--- src/rtl/multi_channel_timestamp_fifo_if.sv ---
// Read/status bus of the multi-channel timestamp FIFO: channel select, pop/clear handshake and flags.
// With TS_DROP_COUNT_EN defined the bus also carries the per-channel drop count of the selected channel.
interface multi_channel_timestamp_fifo_if #(
    parameter int pCHANNELS = 2,
    parameter int pWIDTH    = 64
);
    localparam int pSelW = (pCHANNELS > 1) ? $clog2(pCHANNELS) : 1;

    logic [pSelW-1:0]     iRdSel;
    logic                 iRdAck;
    logic                 iClrOverflow;
    logic [pWIDTH-1:0]    oRdData;
    logic                 oRdValid;
    logic [pCHANNELS-1:0] oPending;
    logic [pCHANNELS-1:0] oOverflow;
`ifdef TS_DROP_COUNT_EN
    logic [15:0]          oDropCount;
`endif

    modport master (
        output iRdSel, iRdAck, iClrOverflow,
`ifdef TS_DROP_COUNT_EN
        input  oDropCount,
`endif
        input  oRdData, oRdValid, oPending, oOverflow
    );

    modport slave (
        input  iRdSel, iRdAck, iClrOverflow,
`ifdef TS_DROP_COUNT_EN
        output oDropCount,
`endif
        output oRdData, oRdValid, oPending, oOverflow
    );
endinterface

--- src/rtl/multi_channel_timestamp_fifo.sv ---
// N-channel event timestamper: shared free-running counter, per-channel synchroniser and FIFO.
// Optional macro TS_DROP_COUNT_EN adds a saturating 16-bit dropped-event counter per channel.
module multi_channel_timestamp_fifo #(
    parameter int pCHANNELS = 2,
    parameter int pWIDTH    = 64,
    parameter int pDEPTH    = 4,
    parameter int pSYNC     = 2
) (
    input  logic                          globalClock,
    input  logic                          iRst_n,
    input  logic [pCHANNELS-1:0]          iEvent,
    multi_channel_timestamp_fifo_if.slave rdPort,
    output logic [pWIDTH-1:0]             oCounter,
    output logic                          oWrap
);
    localparam int pSelW  = (pCHANNELS > 1) ? $clog2(pCHANNELS) : 1;
    localparam int pAddrW = $clog2(pDEPTH);
    localparam logic [pAddrW:0] cPtrOne = (pAddrW + 1)'(1);

    function automatic logic [15:0] satInc16(input logic [15:0] value);
        return (value == 16'hFFFF) ? value : value + 16'd1;
    endfunction

    logic [pWIDTH-1:0]                   counter;
    logic                                wrap;
    logic [pWIDTH-1:0]                   stamp_p1;
    logic [pCHANNELS-1:0]                pendingVec;
    logic [pCHANNELS-1:0]                overflowVec;
    logic [pCHANNELS-1:0][pWIDTH-1:0]    headVec;
`ifdef TS_DROP_COUNT_EN
    logic [pCHANNELS-1:0][15:0]          dropVec;
`endif

    always_ff @(posedge globalClock) begin
        if (!iRst_n) begin
            counter <= '0;
            wrap    <= 1'b0;
        end else begin
            counter <= counter + pWIDTH'(1);
            wrap    <= (counter == '1);
        end
    end

    assign oCounter = counter;
    assign oWrap    = wrap;

    // Stamp stage: an edge seen at the chain output was sampled pSYNC cycles ago
    always_ff @(posedge globalClock) begin
        stamp_p1 <= counter - pWIDTH'(pSYNC);
    end

    for (genvar ch = 0; ch < pCHANNELS; ch++) begin : gCh
        localparam logic [pSelW-1:0] cSel = pSelW'(ch);

        logic [pSYNC-1:0]  syncChain;
        logic              armLow;
        logic              vld_p1;
        logic              overflow;
        logic [pAddrW:0]   wPtr;
        logic [pAddrW:0]   rPtr;
        logic [pWIDTH-1:0] mem [pDEPTH];
        logic              sel, empty, full, pop, push, drop;

        assign sel   = (rdPort.iRdSel == cSel);
        assign empty = (wPtr == rPtr);
        assign full  = (wPtr[pAddrW] != rPtr[pAddrW]) &&
                       (wPtr[pAddrW-1:0] == rPtr[pAddrW-1:0]);
        assign pop   = sel && rdPort.iRdAck && !empty;
        assign push  = vld_p1 && (!full || pop);
        assign drop  = vld_p1 && full && !pop;

        always_ff @(posedge globalClock) begin
            syncChain <= {syncChain[pSYNC-2:0], iEvent[ch]};
        end

        // Edge stage: armLow is cleared by reset, so a level held high across release never fires
        always_ff @(posedge globalClock) begin
            if (!iRst_n) begin
                armLow   <= 1'b0;
                vld_p1   <= 1'b0;
                wPtr     <= '0;
                rPtr     <= '0;
                overflow <= 1'b0;
            end else begin
                armLow <= ~syncChain[pSYNC-1];
                vld_p1 <= syncChain[pSYNC-1] & armLow;
                if (push) wPtr <= wPtr + cPtrOne;
                if (pop)  rPtr <= rPtr + cPtrOne;
                if (drop)
                    overflow <= 1'b1;
                else if (sel && rdPort.iClrOverflow)
                    overflow <= 1'b0;
            end
        end

        // Write stage
        always_ff @(posedge globalClock) begin
            if (push) mem[wPtr[pAddrW-1:0]] <= stamp_p1;
        end

        assign pendingVec[ch]  = !empty;
        assign overflowVec[ch] = overflow;
        assign headVec[ch]     = mem[rPtr[pAddrW-1:0]];

`ifdef TS_DROP_COUNT_EN
        logic [15:0] dropCnt;

        always_ff @(posedge globalClock) begin
            if (!iRst_n)
                dropCnt <= '0;
            else if (sel && rdPort.iClrOverflow)
                dropCnt <= drop ? 16'd1 : 16'd0;
            else if (drop)
                dropCnt <= satInc16(dropCnt);
        end

        assign dropVec[ch] = dropCnt;
`endif
    end

    assign rdPort.oPending  = pendingVec;
    assign rdPort.oOverflow = overflowVec;

    always_comb begin
        rdPort.oRdData  = '0;
        rdPort.oRdValid = 1'b0;
`ifdef TS_DROP_COUNT_EN
        rdPort.oDropCount = '0;
`endif
        for (int c = 0; c < pCHANNELS; c++) begin
            if (rdPort.iRdSel == pSelW'(c)) begin
`ifdef TS_DROP_COUNT_EN
                rdPort.oDropCount = dropVec[c];
`endif
                if (pendingVec[c]) begin
                    rdPort.oRdData  = headVec[c];
                    rdPort.oRdValid = 1'b1;
                end
            end
        end
    end
endmodule

--- src/flat_wrapper.sv ---
// flat-port wrapper written by rule: the top's interface ports become plain ports
module multi_channel_timestamp_fifo_flat 
#(
    parameter int pCHANNELS = 2,
    parameter int pWIDTH    = 64,
    parameter int pDEPTH    = 4,
    parameter int pSYNC     = 2
)
  (globalClock, iRst_n, iEvent, oCounter, oWrap, rdPort_iRdSel, rdPort_iRdAck, rdPort_iClrOverflow, rdPort_oRdData, rdPort_oRdValid, rdPort_oPending, rdPort_oOverflow);
  multi_channel_timestamp_fifo_if #(.pCHANNELS(pCHANNELS), .pWIDTH(pWIDTH)) rdPort_i ();
  input  logic globalClock;
  input  logic iRst_n;
  input  logic [pCHANNELS-1:0] iEvent;
  output logic [pWIDTH-1:0] oCounter;
  output logic oWrap;
  input wire logic [$bits(rdPort_i.iRdSel)-1:0] rdPort_iRdSel;
  input wire logic [$bits(rdPort_i.iRdAck)-1:0] rdPort_iRdAck;
  input wire logic [$bits(rdPort_i.iClrOverflow)-1:0] rdPort_iClrOverflow;
  output wire logic [$bits(rdPort_i.oRdData)-1:0] rdPort_oRdData;
  output wire logic [$bits(rdPort_i.oRdValid)-1:0] rdPort_oRdValid;
  output wire logic [$bits(rdPort_i.oPending)-1:0] rdPort_oPending;
  output wire logic [$bits(rdPort_i.oOverflow)-1:0] rdPort_oOverflow;
  assign rdPort_i.iRdSel = rdPort_iRdSel;
  assign rdPort_i.iRdAck = rdPort_iRdAck;
  assign rdPort_i.iClrOverflow = rdPort_iClrOverflow;
  assign rdPort_oRdData = rdPort_i.oRdData;
  assign rdPort_oRdValid = rdPort_i.oRdValid;
  assign rdPort_oPending = rdPort_i.oPending;
  assign rdPort_oOverflow = rdPort_i.oOverflow;
  multi_channel_timestamp_fifo #(.pCHANNELS(pCHANNELS), .pWIDTH(pWIDTH), .pDEPTH(pDEPTH), .pSYNC(pSYNC)) u_core (.globalClock(globalClock), .iRst_n(iRst_n), .iEvent(iEvent), .rdPort(rdPort_i), .oCounter(oCounter), .oWrap(oWrap));
endmodule
--- config.mk ---
export PLATFORM = sky130hd
export DESIGN_NAME = multi_channel_timestamp_fifo_flat
export DESIGN_NICKNAME = d
export VERILOG_FILES = /design/src/rtl/multi_channel_timestamp_fifo_if.sv /design/src/rtl/multi_channel_timestamp_fifo.sv /design/src/flat_wrapper.sv
export SDC_FILE = /design/constraint.sdc
export NUM_CORES = 1
export LEC_CHECK = 0
export BUFFER_PORTS_ARGS = -buffer_cell sky130_fd_sc_hd__buf_2
export CORE_MARGIN = 3
export CORE_UTILIZATION = 27
export DETAILED_ROUTE_END_ITERATION = 8
export HOLD_SLACK_MARGIN = 0.12
export PLACE_DENSITY = 0.44
export SYNTH_ARGS = -nofsm -noshare
export SYNTH_HDL_FRONTEND = slang
export SYNTH_SLANG_ARGS = --single-unit
export TNS_END_PERCENT = 100
--- constraint.sdc ---
create_clock -name globalClock -period 3.8 [get_ports globalClock]
set_input_delay 0.19 -clock globalClock [delete_from_list [all_inputs] [get_ports globalClock]]
set_output_delay 0.19 -clock globalClock [all_outputs]
set_load 0.02 [all_outputs]
==> metrics, run 1 <==
commonest cells after routing, fill and taps aside edfxtp_1 (512), dfxtp_1 (151), buf_2 (140); total number of yosys warnings 0; Chip Height 315 um; setup ws final 906 ps; Max Cap Violations 0; Critical Path AT 3380 ps; Final ANT Viol Nets 0; Clock transition at path regs 60 ps; first-pass GRT wire length 103000 um; Core Footprint 94000 um2; Wirelength per Cell 23.7 um; worst path cell trace or4_1, nor4_4, buf_4, nand3_2, or4_4, xnor2_2; number of global-route vias before repair 14456; fmax 346 MHz; Worst setup EP type register; total gr overflow 0; hold path depth 2; Hold Path Sink u_core.gCh[0].syncChain[0]; Final Max Slew Viols 0; total power 16.0 mW; I/O pin count 141; Final Hold Vio Count 0; Final Critical Period 2890 ps; Post-Syn Nets 1522; root buffer cell clkbuf_16; Tcrit/Tclk final 0.762; ys async rst share 0; worst reg2reg path endpoint u_core.stamp_p1[45]; Post-Route Utilization 0.325; WP data required 4280 ps; n_diodes 0; hold_sp iEvent[0]; main flop type after synthesis edfxtp_1; RSZ-0062 raised after global routing false; CTS max path bufs 3; # fillers 9060; Syn Inst Count 1502; Sink Count 667; clk_skew 26.3 ps; Post-Route WL 70800 um; CP peak stage delay 720 ps; gr usage total 0.143; DIE WIDTH 315 um; top cell type's share of synthesized area 0.596; Starting Density 0.274; ranking of synthesized cells by area edfxtp_1 (60%), dfxtp_1 (12%), mux4_2 (11%); Total Nets Final 1687; flops & latches, synth 667; post-synth top area cell edfxtp_1; Place WS 935 ps; area grow syn2layout 18.7%; drt first-iter violations 1272; First-pass DRT Iterations 5; Critical Path Start Type register; worst hold-check path type input pin to register; WS Path Type register to register; library cells used by synthesis 48; antenna violations before repair 0; Post-synth EDFFs 512; Mapped Area 25800 um2; Hold WS 232 ps; largest net degree at the start of global routing 69; Num CTS Buffers 74; later-pin clock latency in the skew report 620 ps; share of cells above drive strength 1 0.254; Post-DP HPWL 43200 um; Reg2Reg Setup Slack 910 ps; worst slew pin tran 917 ps; # resized after CTS 0; Reg-to-Reg Start u_core.oCounter[5]; Rows 112; setup violators final 0; CP max-delay cell or4_1; DRC errors left 0; die area 99200 um2; Syn Area/Cell 17.2 um2; PortBufs 140; worst ir drop on vdd 0.000281 V; max_slew headroom 0.383; DR vias/cell 4.70; PD cells 522 nW/um2; DR vias 13993; Leakage 10.1 nW; status finished, final reports clean; commonest non-fill, non-tap cell in the layout edfxtp_1; sequential share of the synthesized area 0.717; Placer Congestion 0.753; R2R depth 6; TritonCTS clock tree built; setup tns final 0 ps; htree depth 3; peak fanout along the critical path 12
## registers in the layout, summed over array words and instances (netlist names), 4 cells and up, named ones only
signal	count
u_core.oCounter	64
u_core.stamp_p1	64
u_core.gCh.mem	512
u_core.gCh.rPtr	6
u_core.gCh.wPtr	6
u_core.gCh.syncChain	4
## how the worst max path moves through the flow
stage | slack, ps | start | to
finish | 910 | u_core.oCounter[5] | u_core.stamp_p1[45]
global route | 710 | u_core.oCounter[26] | u_core.oCounter[58]
CTS | 900 | u_core.oCounter[5] | u_core.stamp_p1[45]
detailed placement | 930 | u_core.oCounter[5] | u_core.stamp_p1[45]
global placement | 940 | u_core.oCounter[5] | u_core.stamp_p1[45]
floorplan | 800 | u_core.gCh[0].wPtr[0] | u_core.gCh[0].mem[3][0]
## cell type report
class                           instances  area [um2]  area share
Timing Repair Buffer                  184        1230      0.0401
Clock inverter                         34         325      0.0106
Multi-Input combinational cell        723        6910       0.226
Inverter                               17        63.8     0.00208
Sequential cell                       667       18500       0.604
Tap cell                             1254        1570      0.0513
Clock buffer                          101        2010      0.0658
## synth_stat cells (all sizes together), types with 29 or more instances
cell,number
a22o,64
dfxtp,155
nand2,41
edfxtp,512
xnor2,43
clkbuf,69
a21oi,38
mux4,128
nand3,36
xor2,62
o21ai,29
nor2,73
## power by group
group | switching, mW | leakage, nW | internal [mW]
clock network | 2.86 | 1.15 | 4.07
registers | 0.267 | 5.80 | 8.20
logic | 0.343 | 3.16 | 0.229
## critical path: cells and delay by family (launching register included)
kind | cells | cell delay, ps
XOR/XNOR | 1 | 140
flip-flops | 1 | 380
AND/OR/NAND/NOR | 4 | 2030
buffers and inverters | 1 | 200
## per-layer routing
metal / track usage / wire length, um
met2: 0.224 / 32900
met4: 0.0282 / 909
met5: 0 / 0
met1: 0.198 / 32100
met3: 0.0396 / 4830
## per-stage QoR
stage               std cells  cell area (um2)
floorplan                1502            25800
global placement         2836            28200
detailed placement       2836            28200
CTS                      2980            30600
global route             2980            30600
finish                   2980            30600
## kinds of logic after synthesis
group	synth area share
flip-flops	0.717
AND/OR/NAND/NOR	0.0738
AO/OA/AOI/OAI	0.0377
multiplexers	0.112
buffers and inverters	0.0176
XOR/XNOR	0.0360
adder cells (fa/ha/maj)	0.00631
## timing repair
item,in CTS,in global routing
endpoints found under the hold margin,20,0
setup buffers,0,0
hold buffers,9,0
Power figures use the tool's default switching activity.
==> run 2, diff against run 1 <==
- clock period: 3.8 -> 3.01 ns (I/O delays scaled with it)
==> metrics, run 2 (synthesis results as in run 1) <==
WP data required 3560 ps (-720 ps); WS Path Type register to register; die area 99200 um2 (unchanged); clk_skew 37.0 ps (+10.7 ps); status finished, final reports clean; Final Hold Vio Count 0 (unchanged); total gr overflow 0 (unchanged); root buffer cell clkbuf_16; RSZ-0062 raised after global routing false; fmax 356 MHz (+3.1%); Pint 15.7 mW (+26%); Wirelength per Cell 23.9 um (+0.59%); worst reg2reg path endpoint u_core.oCounter[46]; Reg-to-Reg Start u_core.oCounter[1]; setup violators final 0 (unchanged); hold path depth 2 (unchanged); max_slew headroom 0.374 (-0.00904); Rows 112 (unchanged); Total Nets Final 1706 (+1.1%); Core Footprint 94000 um2 (unchanged); GRT met3 Usage 0.0304 (-0.00927); htree depth 3 (unchanged); cell family with most CP delay simple AND/OR/NAND/NOR gates; CP max-delay cell or4_1; Final Max Slew Viols 0 (unchanged); Sink Count 667 (unchanged); Starting Density 0.274 (unchanged); combinational power share 0.037 (about the same); CTS max path bufs 3 (unchanged); Chip Height 315 um (unchanged); met2 track demand over resource 0.222 (-0.00244); DIE WIDTH 315 um (unchanged); Max Cap Violations 0 (unchanged); Critical Path Start Type register; commonest cells after routing, fill and taps aside edfxtp_1 (512), dfxtp_1 (151), buf_2 (140); area grow syn2layout 19.6%; Tcrit/Tclk final 0.932 (+0.171); CP peak stage delay 900 ps (+180 ps); Placer Congestion 0.764 (+1.5%); worst slew pin tran 931 ps (+13.4 ps); I/O pin count 141 (unchanged); Critical Path AT 3360 ps (-20 ps); Net Sw Frac 0.218 (+0.00107); Num CTS Buffers 74 (unchanged); DR vias/cell 4.73 (+0.71%); TritonCTS clock tree built; hold_sp iEvent[0]; met1 usage 0.202 (+0.00407); Post-CTS Setup Inserts 0 (unchanged); n_diodes 0 (unchanged); placed insts 2855 (+0.67%); Leakage 10.2 nW (+1.2%); Final Critical Period 2810 ps (-87.9 ps); Clock transition at path regs 70 ps (about the same); Hold WS 164 ps (-68.7 ps); drt first-iter violations 1136 (-11%); max reg flops 512 (unchanged); Hold Path Sink u_core.gCh[0].syncChain[0]; antenna violations before repair 0 (unchanged); worst ir drop on vdd 0.000329 V (+17%); Reg2Reg Setup Slack 200 ps (-700 ps); most used cell, CP or4_1; share of cells above drive strength 1 0.264 (+0.00957); largest net degree at the start of global routing 69 (unchanged); Post-DP HPWL 43100 um (-0.33%); Post-Route WL 71600 um (+1.2%); Final ANT Viol Nets 0 (unchanged); DRC errors left 0 (unchanged); later-pin clock latency in the skew report 620 ps (about the same); share of power burned in registers 0.532 (+0.002); worst hold-check path type input pin to register; first-pass GRT wire length 103000 um (-0.11%); Worst setup EP type register; PortBufs 140 (unchanged); commonest non-fill, non-tap cell in the layout edfxtp_1; clock network power share 0.431 (-0.003); First-pass DRT Iterations 5 (unchanged); gr usage total 0.143 (+0.000452); Buf/Inv on CP 0 (-1); P_sw 4.38 mW (+26%); worst path cell trace ha_1, and2_1, nand4_1, or4_1, or4_1, a21oi_1; DR vias 14173 (+1.3%); peak fanout along the critical path 17 (+5); setup tns final 0 ps (unchanged); R2R depth 6 (unchanged); GR peak layer met2; Layout Cells excl Fill 2997 (+0.57%); number of global-route vias before repair 14459 (+0.021%); PD cells 651 nW/um2 (+25%)
run 2: changes by cell type in the layout (fill, tap and decap cells not counted), moves of 2 or more:
cell       before  now
clkbuf_1       22   20
clkinv_1       10    8
bufinv_16       5    2
buf_4          21   31
buf_12         14   23
clkbuf_8        4    9
clkinv_2       13   11
run 2: stage by stage:
stage                     power, mW  utilization  worst slack [ps]  area (um2)
final                          20.1        0.328               204       30800
after global routing           20.8        0.328              44.7       30800
after CTS                      20.4        0.328               189       30800
after detailed placement       11.6        0.302               219       28400
after global placement         11.6        0.302               299       28400
after floorplan                11.2            -              11.2       25800
run 2: worst reg2reg max path, stage by stage (launching register included):
cell	delay [ps]
dfxtp_1	430
ha_1	240
and2_1	190
nand4_1	270
or4_1	900
or4_1	570
a21oi_1	150
run 2: power groups by stage:
| stage | Sequential (mW) | Combinational [mW] | Clock [mW] |
|---|---|---|---|
| finish | 10.7 | 0.735 | 8.66 |
| global route | 10.7 | 0.802 | 9.27 |
| CTS | 10.7 | 0.760 | 8.92 |
| detailed placement | 10.9 | 0.749 | 0 |
| global placement | 10.9 | 0.751 | 0 |
| floorplan | 10.7 | 0.482 | 0 |
run 2: worst max-delay path by stage:
stage                          start                       to  slack (ps)  depth (start not counted)
2_1_floorplan  u_core.gCh[0].wPtr[0]  u_core.gCh[0].mem[3][0]          10                          3
3_3_place_gp      u_core.oCounter[1]      u_core.oCounter[46]         300                          6
3_5_place_dp      u_core.oCounter[1]      u_core.oCounter[46]         220                          6
4_1_cts           u_core.oCounter[1]      u_core.oCounter[46]         190                          6
5_1_grt           u_core.oCounter[1]      u_core.oCounter[46]          40                          6
6_report          u_core.oCounter[1]      u_core.oCounter[46]         200                          6
run 2: layout make-up:
class / instances / area, um2
clock buffer: 105 / 2100
clock inverter: 28 / 225
fill: 9010 / 63200
inverter: 17 / 63.8
multi-input combinational: 723 / 6910
sequential: 667 / 18500
tap: 1254 / 1570
timing repair buffer: 203 / 1480
run 2: repair_timing:
item                       CTS  global route
hold buffers                 9             0
hold endpoints to repair    20             0
setup endpoints to repair    0             0
resized for setup            0             0
run 2: per-layer routing:
metal	routed length (um)	up-vias
li1	-	6280
met1	33300	7468
met2	32700	334
met3	4090	91
met4	1560	0
met5	0	-
